==> src/rtl/mem_phase_ctrl.sv <==
// mem_phase_ctrl
// Phase controller for a load / sort / show memory system.
//   LOAD : each debounced button pulse stores the switch value at the next
//          free index until DEPTH words have been written.
//   SORT : the CPU owns the data memory and runs until it signals halt.
//          Stores outside 0..DEPTH-1 are blocked and flagged.
//   SHOW : the memory is scanned one index every SCAN_DIV clocks for display.
//          This phase is left only through Clr.
// Ports:
//   Clk, Clr                     clock, synchronous active-high reset
//   btn_pulse, sw_data           user write request and the value to store
//   cpu_halt, cpu_mem_we,
//   cpu_addr, cpu_wdata          CPU status and store port (used in SORT only)
//   mem_we, mem_addr, mem_wdata  single-port data memory control
//   cpu_run                      CPU PC-advance enable
//   over, sortover               LOAD finished / SORT finished flags
//   led_onehot                   one-hot index indicator, MSB means index 0
//   addr_err                     sticky flag for an out-of-range CPU store
module mem_phase_ctrl #(
    parameter int DEPTH    = 10,
    parameter int AW       = 4,
    parameter int DW       = 16,
    parameter int SCAN_DIV = 50_000_000
) (
    input  logic          Clk,
    input  logic          Clr,
    input  logic          btn_pulse,
    input  logic [DW-1:0] sw_data,
    input  logic          cpu_halt,
    input  logic          cpu_mem_we,
    input  logic [AW-1:0] cpu_addr,
    input  logic [DW-1:0] cpu_wdata,
    output logic          mem_we,
    output logic [AW-1:0] mem_addr,
    output logic [DW-1:0] mem_wdata,
    output logic          cpu_run,
    output logic          over,
    output logic          sortover,
    output logic [DEPTH-1:0] led_onehot,
    output logic          addr_err
);

    localparam int DIVW = (SCAN_DIV > 1) ? $clog2(SCAN_DIV) : 1;
    localparam logic [DIVW-1:0] DIV_LAST = DIVW'(SCAN_DIV - 1);
    // Indices are compared one bit wider so DEPTH == 2**AW still works.
    localparam logic [AW:0]     DEPTH_X  = (AW+1)'(DEPTH);
    localparam logic [AW-1:0]   LAST_IDX = AW'(DEPTH - 1);

    typedef enum logic [1:0] {LOAD, SORT, SHOW} state_t;

    state_t          state;
    logic [AW-1:0]   in_cnt;
    logic [AW-1:0]   scan_idx;
    logic [DIVW-1:0] div;

    logic            load_write;
    logic            bad_store;
    logic [AW:0]     led_k;
    logic            led_en;

    assign load_write = (state == LOAD) && btn_pulse && ({1'b0, in_cnt} < DEPTH_X);
    assign bad_store  = (state == SORT) && cpu_mem_we && ({1'b0, cpu_addr} >= DEPTH_X);

    // Memory port steering and the LED index. Clr forces the memory quiet and
    // points the LED at index 0 immediately, without waiting for the edge.
    always_comb begin
        mem_we     = 1'b0;
        mem_addr   = in_cnt;
        mem_wdata  = sw_data;
        led_k      = {1'b0, in_cnt};
        led_en     = 1'b1;
        led_onehot = '0;
        case (state)
            LOAD: mem_we = load_write;
            SORT: begin
                mem_addr  = cpu_addr;
                mem_wdata = cpu_wdata;
                mem_we    = cpu_mem_we && !bad_store;
                led_en    = 1'b0;
            end
            SHOW: begin
                mem_addr = scan_idx;
                led_k    = {1'b0, scan_idx};
            end
            default: ;
        endcase
        if (Clr) begin
            mem_we = 1'b0;
            led_k  = '0;
            led_en = 1'b1;
        end
        // An index of DEPTH (LOAD complete) matches no bit, leaving all zero.
        for (int i = 0; i < DEPTH; i++) begin
            led_onehot[i] = led_en && (led_k == (AW+1)'(DEPTH - 1 - i));
        end
    end

    // Phase FSM with registered flags. cpu_run rises on entry to SORT and
    // drops on entry to SHOW, so the CPU still runs in the cycle halt is seen.
    always_ff @(posedge Clk) begin
        if (Clr) begin
            state    <= LOAD;
            in_cnt   <= '0;
            scan_idx <= '0;
            div      <= '0;
            over     <= 1'b0;
            sortover <= 1'b0;
            cpu_run  <= 1'b0;
            addr_err <= 1'b0;
        end else begin
            case (state)
                LOAD: begin
                    if (load_write) begin
                        in_cnt <= in_cnt + 1'b1;
                        if (in_cnt == LAST_IDX) begin
                            state   <= SORT;
                            over    <= 1'b1;
                            cpu_run <= 1'b1;
                        end
                    end
                end
                SORT: begin
                    if (bad_store) begin
                        addr_err <= 1'b1;
                    end
                    if (cpu_halt) begin
                        state    <= SHOW;
                        sortover <= 1'b1;
                        cpu_run  <= 1'b0;
                    end
                end
                SHOW: begin
                    if (div == DIV_LAST) begin
                        div      <= '0;
                        scan_idx <= (scan_idx == LAST_IDX) ? '0 : scan_idx + 1'b1;
                    end else begin
                        div <= div + 1'b1;
                    end
                end
                default: state <= LOAD;
            endcase
        end
    end

endmodule

==> config.mk <==
export PLATFORM = sky130hd
export DESIGN_NAME = mem_phase_ctrl
export DESIGN_NICKNAME = d
export VERILOG_FILES = /design/src/rtl/mem_phase_ctrl.sv
export SDC_FILE = /design/constraint.sdc
export NUM_CORES = 1
export LEC_CHECK = 0
export BUFFER_PORTS_ARGS = -buffer_cell sky130_fd_sc_hd__buf_4
export CAP_MARGIN = 10
export CORE_MARGIN = 2
export CORE_UTILIZATION = 30
export DETAILED_ROUTE_END_ITERATION = 8
export GPL_ROUTABILITY_DRIVEN = 0
export GPL_TIMING_DRIVEN = 1
export HOLD_SLACK_MARGIN = 0.1
export PLACE_DENSITY = 0.48
export SYNTH_ARGS = -nofsm -noshare
export SYNTH_HDL_FRONTEND = slang
export SYNTH_SLANG_ARGS = --single-unit
==> constraint.sdc <==
create_clock -name Clk -period 2.6 [get_ports Clk]
set_input_delay 0.52 -clock Clk [delete_from_list [all_inputs] [get_ports Clk]]
set_output_delay 0.52 -clock Clk [all_outputs]
set_load 0.03 [all_outputs]
==> reports/results.txt, run 1 <==
final core occ = 0.4032
Layout Area Growth over Synthesis = 32.39%
PortBufs = 75
DRC = 0
clk sink count = 40
row count = 33
fin worst setup slack = 130.3 ps
fill count = 845
cts hold-fix bufs = 0
CP arrival = 1950 ps
total track usage = 0.1531
Worst Max-Slew Pin Slew = 437.1 ps
remaining global-route overflow = 0
total power = 1.249 mW
pre-CTS setup slack = 341.3 ps
maximum vdd drop = 0.1640 mV
Via density = 5.139
hpwl dp = 5055 microns
H-tree depth = 2
setup_tns = 0 ps
post-route ant nets = 0
Clk pin slew, worst setup/hold paths = 80 ps
sequential cell area = 802.0 sq um
post-synth cell types = 48
diodes inserted = 0
fmax = 0.4049 GHz
Final Setup Violations = 0
Cell Area, Synth = 2465 sq um
wire per inst = 14.36 microns
Setup crit end kind = output pin
layout cells sized above 1 = 0.3261
Top-Level Pins = 76
register area share after synthesis = 0.3249
Yosys warnings = 0
CTS tree = built
pin count of the biggest net entering global routing = 32
Final Hold Viols = 0
status = finished clean
CTS Root Cell = clkbuf_8
Cells after Synth = 302
PwrDens = 382.7 nW/um^2
CP max FO = 19
die span in y = 94.65 microns
kind of critical path = flop to output pin
ys async rst share = 0
final wirelength = 6837 microns
total vias in the final route = 2446
Layout Skew = 10.58 ps
post-route minimum period = 2470 ps
fin nets = 419
core area = 8093 sq um
wire length of the first global-routing pass = 10990 microns
Post-synth EDFFs = 0
number of global-route vias before repair = 2271
Worst EP required = 2080 ps
area of the multi-input gates = 1585 sq um
max_cap viols = 0
Mapped Avg Cell Area = 8.162 sq um
Die ar. = 8958 sq um
Final Slew Violations = 0
HP Class = flop to flop
Starting Density = 0.3046
ys flop type = dfxtp_1
Clk Latency, worst-skew pair = 290 ps
drt initial violations = 70
crit share post-route = 0.9499
Post-CTS Setup Inserts = 0
CTS Buf Count = 5
post-CTS resize count = 1
Synth Net Count = 351
Leak Pwr = 1.244 nW
flops & latches, synth = 40
first-pass iteration count of the detailed router = 4
chip width = 94.65 microns
Slew headroom = 0.7060
initial antenna violation count = 0
critical path startpoint category = flop
most frequent cells in the layout = buf_4 (78), dfxtp_1 (39), nor2_1 (36), a21oi_1 (23)
clk buf depth = 2
commonest non-fill, non-tap cell in the layout = buf_4
[where the power goes]
| group | internal (mW) | switching [mW] | total [mW] | leakage [nW] |
|---|---|---|---|---|
| Sequential | 0.616 | 0.0109 | 0.627 | 0.323 |
| Combinational | 0.0931 | 0.0986 | 0.192 | 0.875 |
| Clock | 0.217 | 0.214 | 0.431 | 0.0455 |
[logic make-up after synthesis]
kind of cell    after synthesis  share of synthesized area
simple gates                125                     0.2863
compound gates               67                     0.1675
flops                        40                     0.3249
buf+inv                      29                    0.04670
mux                          17                    0.07716
xor+xnor                     16                    0.05686
fa+ha+maj                     8                    0.04061
[layout make-up]
class,instances,share of cell area
multi-input combinational,233,0.4858
sequential,40,0.2458
clock buffer,8,0.02761
inverter,10,0.01150
timing repair buffer,80,0.1890
tap,105,0.04026
[critical path, stage by stage (launching register included)]
cell,delay (ps)
dfxtp_2,360
inv_1,80
ha_1,220
buf_6,170
nor3_4,170
a211oi_2,80
or2_2,290
nor2_1,120
buf_4,180
[routing by layer]
metal  up-vias  wire [microns]  global-route usage  part of all wire
met5         -               0                   0                 0
met4         0              57             0.03261            0.0083
met3         6             458             0.04310             0.067
met2        82            3175              0.2577              0.46
met1      1120            3145              0.1949              0.46
li1       1238               -                   -                 -
[flip-flops by register name, summed over array words and instances, names as in the netlist]
signal and flops:
div 26, in_cnt 4, scan_idx 4, state 2, addr_err 1, cpu_run 1, over 1, sortover 1
[synth_stat cells (2+ instances only)]
cell type  instances  area, sq um
o31ai_1            5        37.54
nor4_1             2        12.51
a21oi_1           23        115.1
nand4_1           10        62.56
or4_1              5        37.54
nand3b_1           3        22.52
nand3_1            7        35.03
ha_1               8        100.1
dfxtp_1           40        800.8
and2_1             2        12.51
nand2_1           16        60.06
o21ai_0           15        75.07
nand4_2            3        37.54
and3_1             5        31.28
xor2_1             9        78.83
or3_1              7        43.79
buf_2              5        25.02
nor3_1             7        35.03
buf_1              3        11.26
clkbuf_1          11        41.29
a31oi_1            6        37.54
or2_2              4        25.02
mux2_2            16        180.2
a21o_1             2        15.01
inv_1             10        37.54
a211oi_1           2        15.01
a22oi_1            3        22.52
nor3b_1            4        30.03
xnor2_1            7        61.31
nor4bb_1           2        20.02
nor2_1            37        138.9
and4_1             7        61.31
[worst paths after layout]
check / startpoint / end / slack (ps) / cells after the start
max reg2reg: state[0]$_SDFFE_PP0P_ / scan_idx[2]$_SDFFE_PP0P_ / 390 / 7
max: state[0]$_SDFFE_PP0P_ / led_onehot[8] / 130 / 8
min reg2reg: addr_err$_SDFFE_PP0P_ / addr_err$_SDFFE_PP0P_ / 450 / 2
min: addr_err$_SDFFE_PP0P_ / addr_err$_SDFFE_PP0P_ / 450 / 2
[per-stage QoR]
step	hold WS (ps)	cells	instance area, sq um
6_report	450.3	476	3263
5_1_grt	486.9	476	3263
4_1_cts	449.8	476	3224
3_5_place_dp	438.7	468	3132
3_3_place_gp	433.1	468	3132
2_1_floorplan	447.1	302	2465
Power figures use the tool's default switching activity.
==> run 2, diff against run 1 <==
CORE_MARGIN = 8   (was 2)
clock period = 2.3 ns   (was 2.6 ns; I/O delays follow)
==> reports/results.txt, run 2 (synthesis results as in run 1) <==
PwrDens = 454.6 nW/um^2 (was 382.7 nW/um^2)
cell mode on critical path = buf_4
Worst path max stage delay = 370 ps (was 360 ps)
wire length of the first global-routing pass = 12450 microns (was 10990 microns)
wire per inst = 15.13 microns (was 14.36 microns)
commonest non-fill, non-tap cell in the layout = buf_4 (unchanged)
Worst R2R Path Depth = 8 (was 7)
diodes inserted = 0 (unchanged)
CP arrival = 1760 ps (was 1950 ps)
CP endpoint = led_onehot[8] (unchanged)
Via density = 5.083 (was 5.139)
CP max FO = 13 (was 19)
flop2flop setup slack = 230 ps (was 390 ps)
CP max-delay cell = dfxtp_2 (unchanged)
post-route minimum period = 2222 ps
core area = 8093 sq um (unchanged)
critical path startpoint category = flop (unchanged)
number of global-route vias before repair = 2571 (was 2271)
Critical R2R Launch = state[0]$_SDFFE_PP0P_ (unchanged)
Top-Level Pins = 76 (unchanged)
CP bufs+invs = 3 (unchanged)
biggest registers after layout = div x26, in_cnt x4, scan_idx x4 (unchanged)
row count = 33 (unchanged)
Final Setup Violations = 0 (unchanged)
Slew headroom = 0.6851 (was 0.7060)
PortBufs = 75 (unchanged)
CTS Root Cell = clkbuf_8 (unchanged)
CP Depth = 6 (was 8)
kind of critical path = flop to output pin (unchanged)
hold slack = 416.3 ps (was 450.3 ps)
fin nets = 436 (was 419)
total track usage = 0.1314 (was 0.1531)
largest reg by FF count = div (unchanged)
fmax = 0.4501 GHz
Clk Latency, worst-skew pair = 300 ps (was 290 ps)
chip width = 106.6 microns (was 94.65 microns)
Final Hold Viols = 0 (unchanged)
Worst Max-Slew Pin Slew = 466.0 ps (was 437.1 ps)
most frequent cells in the layout = buf_4 (94), dfxtp_1 (38), nor2_1 (34), a21oi_1 (22), mux2_2 (16) (was buf_4 (78), dfxtp_1 (39), nor2_1 (36), a21oi_1 (23))
DRC = 0 (unchanged)
cells along the critical path = inv_1, ha_1, buf_4, or2_2, nor2_1, buf_4 (was inv_1, ha_1, buf_6, nor3_4, a211oi_2, or2_2, nor2_1, buf_4)
Layout Area Growth over Synthesis = 40.46% (was 32.39%)
HP Class = input pin to flop (was flop to flop)
Layout Skew = 11.31 ps (was 10.58 ps)
Worst path top cell family by delay = buffers and inverters (was simple AND/OR/NAND/NOR gates)
maximum vdd drop = 0.3115 mV (was 0.1640 mV)
status = finished clean (unchanged)
Critical Path Start = state[1]$_SDFFE_PP0P_ (was state[0]$_SDFFE_PP0P_)
hpwl dp = 5823 microns (was 5055 microns)
die span in y = 106.6 microns (was 94.65 microns)
Die ar. = 11370 sq um (was 8958 sq um)
layout cells sized above 1 = 0.3840 (was 0.3261)
Clk pin slew, worst setup/hold paths = 80 ps (about the same)
H-tree depth = 2 (unchanged)
max_cap viols = 0 (unchanged)
max FFs per register = 26 (unchanged)
pin count of the biggest net entering global routing = 26 (was 32)
remaining global-route overflow = 0 (unchanged)
post-route ant nets = 0 (unchanged)
CTS tree = built (unchanged)
initial antenna violation count = 0 (unchanged)
Final Slew Violations = 0 (unchanged)
reg-to-reg endpoint = div[19]$_SDFFE_PP0P_ (was scan_idx[2]$_SDFFE_PP0P_)
total vias in the final route = 2506 (was 2446)
first-pass iteration count of the detailed router = 4 (unchanged)
Leak Pwr = 1.350 nW (was 1.244 nW)
clk buf depth = 2 (unchanged)
crit share post-route = 0.9659
CTS Buf Count = 5 (unchanged)
total power = 1.574 mW (was 1.249 mW)
Starting Density = 0.3046 (unchanged)
clk sink count = 40 (unchanged)
drt initial violations = 66 (was 70)
final wirelength = 7459 microns (was 6837 microns)
Worst EP required = 1840 ps (was 2080 ps)
RSZ-0062 raised after global routing = yes
Setup crit end kind = output pin (unchanged)
==> run 2: changes by cell type in the layout (fill, tap and decap cells not counted), sizes merged <==
cell	before	now
bufinv	0	1
buf	80	97
clkinv	0	1
clkbuf	8	6
==> run 2: metal layers <==
layer  routed length (microns)  vias to the layer above  track usage  share of wire
met5                         0                        -            0              0
met4                        82                        0      0.03719          0.011
met3                       590                        7      0.05099          0.079
met2                      3385                       74       0.2220           0.45
met1                      3401                     1146       0.1505           0.46
li1                          -                     1279            -              -
==> run 2: worst min path at each step <==
stage,cells after the start,endpoint,slack [ps],startpoint
after floorplan,2,div[25]$_SDFFE_PP0P_,450,div[25]$_SDFFE_PP0P_
after global placement,2,addr_err$_SDFFE_PP0P_,440,addr_err$_SDFFE_PP0P_
after detailed placement,2,addr_err$_SDFFE_PP0P_,450,addr_err$_SDFFE_PP0P_
after CTS,3,sortover$_SDFFE_PP0P_,420,cpu_halt
after global routing,3,sortover$_SDFFE_PP0P_,440,cpu_halt
final,3,sortover$_SDFFE_PP0P_,420,cpu_halt
==> run 2: metrics by stage <==
step	cells	setup WS (ps)	TNS, ps	utilization	cell area [sq um]
2_1_floorplan	302	22.00	0	-	2480
3_3_place_gp	483	52.66	0	0.4028	3259
3_5_place_dp	483	22.70	0	0.4028	3259
4_1_cts	491	15.66	0	0.4212	3408
5_1_grt	493	-9.431	-10.07	0.4278	3462
6_report	493	78.40	0	0.4278	3462
==> run 2: power breakdown <==
part / internal, mW / switching (mW) / total (mW)
combinational: 0.117 / 0.120 / 0.237
clock: 0.356 / 0.277 / 0.633
sequential: 0.696 / 0.00789 / 0.704
==> run 2: area by class of cell <==
cell class,count,area [sq um]
clock buffer,6,82.58
clock inverter,2,38.79
fill,857,4631
inverter,10,37.54
multi-input combinational,233,1620
sequential,40,803.3
tap,105,131.4
timing repair buffer,97,748.2
==> run 2: worst reg2reg max path, cell delays in order (launching register included) <==
cell and delay [ps]:
dfxtp_2 330, inv_2 70, ha_4 190, buf_6 140, buf_4 110, nand4_2 90
or4_1 530, or4_4 430, a21oi_2 140
==> run 2: repair_timing <==
action,in CTS,in global routing
resized for setup,6,12
setup endpoints to repair,12,20
endpoints found under the hold margin,0,0
pin swaps,3,1
buffers inserted,0,2
hold buffers,0,0
==> run 3, diff against run 2 <==
GPL_ROUTABILITY_DRIVEN = default   (was 0)
PLACE_DENSITY = 0.49   (was 0.48)
clock period = 2 ns   (was 2.3 ns; I/O delays follow)
==> reports/results.txt, run 3 (synthesis results as in run 1) <==
Critical Path Start = state[0]$_SDFFE_PP0P_ (was state[1]$_SDFFE_PP0P_)
Clk Latency, worst-skew pair = 290 ps (was 300 ps)
kind of critical path = flop to output pin (unchanged)
Critical R2R Launch = state[0]$_SDFFE_PP0P_ (unchanged)
PortBufs = 75 (unchanged)
CP arrival = 1850 ps (was 1760 ps)
Via density = 4.981 (was 5.083)
crit share post-route = 1.124
number of global-route vias before repair = 2566 (was 2571)
remaining global-route overflow = 0 (unchanged)
row count = 33 (unchanged)
drt initial violations = 147 (was 66)
final core occ = 0.5042 (was 0.4278)
chip width = 106.6 microns (unchanged)
commonest non-fill, non-tap cell in the layout = buf_4 (unchanged)
Slew headroom = 0.7118 (was 0.6851)
biggest registers after layout = div x26, in_cnt x4, scan_idx x4 (unchanged)
hpwl dp = 5955 microns (was 5823 microns)
RSZ-0062 raised after global routing = yes (unchanged)
fmax = 0.4447 GHz
flop2flop setup slack = 90 ps (was 230 ps)
status = finished, violations left (was finished clean)
fill count = 758 (was 857)
clk sink count = 40 (unchanged)
critical path startpoint category = flop (unchanged)
die span in y = 106.6 microns (unchanged)
Worst EP required = 1600 ps (was 1840 ps)
layout cells sized above 1 = 0.4730 (was 0.3840)
first-pass iteration count of the detailed router = 4 (unchanged)
PwrDens = 414.6 nW/um^2 (was 454.6 nW/um^2)
CP max-delay cell = dfxtp_2 (unchanged)
H-tree depth = 2 (unchanged)
CTS tree = built (unchanged)
setup_tns = -2976 ps (was 0 ps)
core area = 8093 sq um (unchanged)
largest reg by FF count = div (unchanged)
reg-to-reg endpoint = div[12]$_SDFFE_PP0P_ (was div[19]$_SDFFE_PP0P_)
sequential cell area = 805.8 sq um (was 803.3 sq um)
fin nets = 456 (was 436)
post-route ant nets = 0 (unchanged)
total track usage = 0.1427 (was 0.1314)
post-route minimum period = 2249 ps
Starting Density = 0.3046 (unchanged)
final wirelength = 8229 microns (was 7459 microns)
clk buf depth = 2 (unchanged)
maximum vdd drop = 0.2549 mV (was 0.3115 mV)
CTS Buf Count = 5 (unchanged)
max_cap viols = 0 (unchanged)
Worst path top cell family by delay = simple AND/OR/NAND/NOR gates (was buffers and inverters)
post-route non-filler standard cell count = 513 (was 493)
CP endpoint = led_onehot[3] (was led_onehot[8])
Setup crit end kind = output pin (unchanged)
CTS Root Cell = clkbuf_8 (unchanged)
Layout Skew = 5.528 ps (was 11.31 ps)
CP bufs+invs = 3 (unchanged)
failing checks = setup timing
DRC = 0 (unchanged)
initial antenna violation count = 0 (unchanged)
gp weighted congestion = 0.7678
hold slack = 354.1 ps (was 416.3 ps)
diodes inserted = 0 (unchanged)
max FFs per register = 26 (unchanged)
Final Hold Viols = 0 (unchanged)
Layout Area Growth over Synthesis = 65.53% (was 40.46%)
wire length of the first global-routing pass = 13400 microns (was 12450 microns)
Worst Max-Slew Pin Slew = 428.4 ps (was 466.0 ps)
total vias in the final route = 2555 (was 2506)
pre-CTS setup slack = -99.92 ps (was 22.70 ps)
CP max FO = 7 (was 13)
Worst path max stage delay = 340 ps (was 370 ps)
DP Cell Count = 496 (was 483)
Worst R2R Path Depth = 10 (was 8)
Final Setup Violations = 29 (was 0)
area of the multi-input gates = 1908 sq um (was 1620 sq um)
Top-Level Pins = 76 (unchanged)
Die ar. = 11370 sq um (unchanged)
CP Depth = 8 (was 6)
wire per inst = 16.04 microns (was 15.13 microns)
Final Slew Violations = 0 (unchanged)
cells along the critical path = inv_2, ha_4, buf_12, nor3b_1, a31oi_1, or2_4, nor2_4, buf_6 (was inv_1, ha_1, buf_4, or2_2, nor2_1, buf_4)
pin count of the biggest net entering global routing = 15 (was 26)
Leak Pwr = 1.588 nW (was 1.350 nW)
most frequent cells in the layout = buf_4 (77), dfxtp_1 (36), buf_6 (33), nor2_1 (29), a21oi_1 (19) (was buf_4 (94), dfxtp_1 (38), nor2_1 (34), a21oi_1 (22), mux2_2 (16))
fin worst setup slack = -248.6 ps (was 78.40 ps)
HP Class = input pin to flop (unchanged)
Clk pin slew, worst setup/hold paths = 80 ps (about the same)
-- run 3: report_power, final --
group          internal (mW)  switching [mW]  leakage [nW]
Combinational          0.170           0.158          1.22
Sequential             0.801          0.0149         0.324
Clock                  0.250           0.299        0.0424
-- run 3: final cells by class --
type / count / area share
clock buffer: 7 / 0.01871
tap: 105 / 0.03220
clock inverter: 1 / 0.002147
timing repair buffer: 117 / 0.2714
inverter: 10 / 0.01043
multi-input combinational: 233 / 0.4676
sequential: 40 / 0.1975
-- run 3: worst reg2reg max path, cell delays in order, from the launching register on --
cell     delay, ps
dfxtp_2        330
inv_2           70
ha_4           180
buf_4          140
buf_4          150
and3_4         210
nand4_1        220
buf_4          220
buf_4          120
xor2_1         120
nor2_1          50
-- run 3: how the worst min path moves through the flow --
stage	startpoint	end	slack [ps]	depth (start not counted)
after CTS	cpu_halt	sortover$_SDFFE_PP0P_	350	3
after global placement	addr_err$_SDFFE_PP0P_	addr_err$_SDFFE_PP0P_	440	2
final	cpu_halt	sortover$_SDFFE_PP0P_	350	3
after global routing	cpu_halt	sortover$_SDFFE_PP0P_	380	3
after detailed placement	addr_err$_SDFFE_PP0P_	addr_err$_SDFFE_PP0P_	460	2
after floorplan	div[25]$_SDFFE_PP0P_	div[25]$_SDFFE_PP0P_	450	2
-- run 3: through the flow --
step | area (sq um) | power, mW
2_1_floorplan | 2635 | 0.9793
3_3_place_gp | 3520 | 1.109
3_5_place_dp | 3520 | 1.112
4_1_cts | 4013 | 1.702
5_1_grt | 4080 | 1.765
6_report | 4080 | 1.692
-- run 3: layer usage --
metal | global-route usage | up-vias | share of wire
met4 | 0.03417 | 0 | 0.010
met5 | 0 | - | 0
met2 | 0.2522 | 38 | 0.53
met1 | 0.1712 | 1194 | 0.42
met3 | 0.03119 | 7 | 0.039
li1 | - | 1316 | -
-- run 3: timing repair --
| item | CTS | global route |
|---|---|---|
| gates cloned | 4 | 0 |
| hold buffers | 0 | 0 |
| gates resized for setup | 73 | 19 |
| pin swaps | 10 | 9 |
| buffers inserted | 4 | 2 |
| setup endpoints to repair | 48 | 50 |
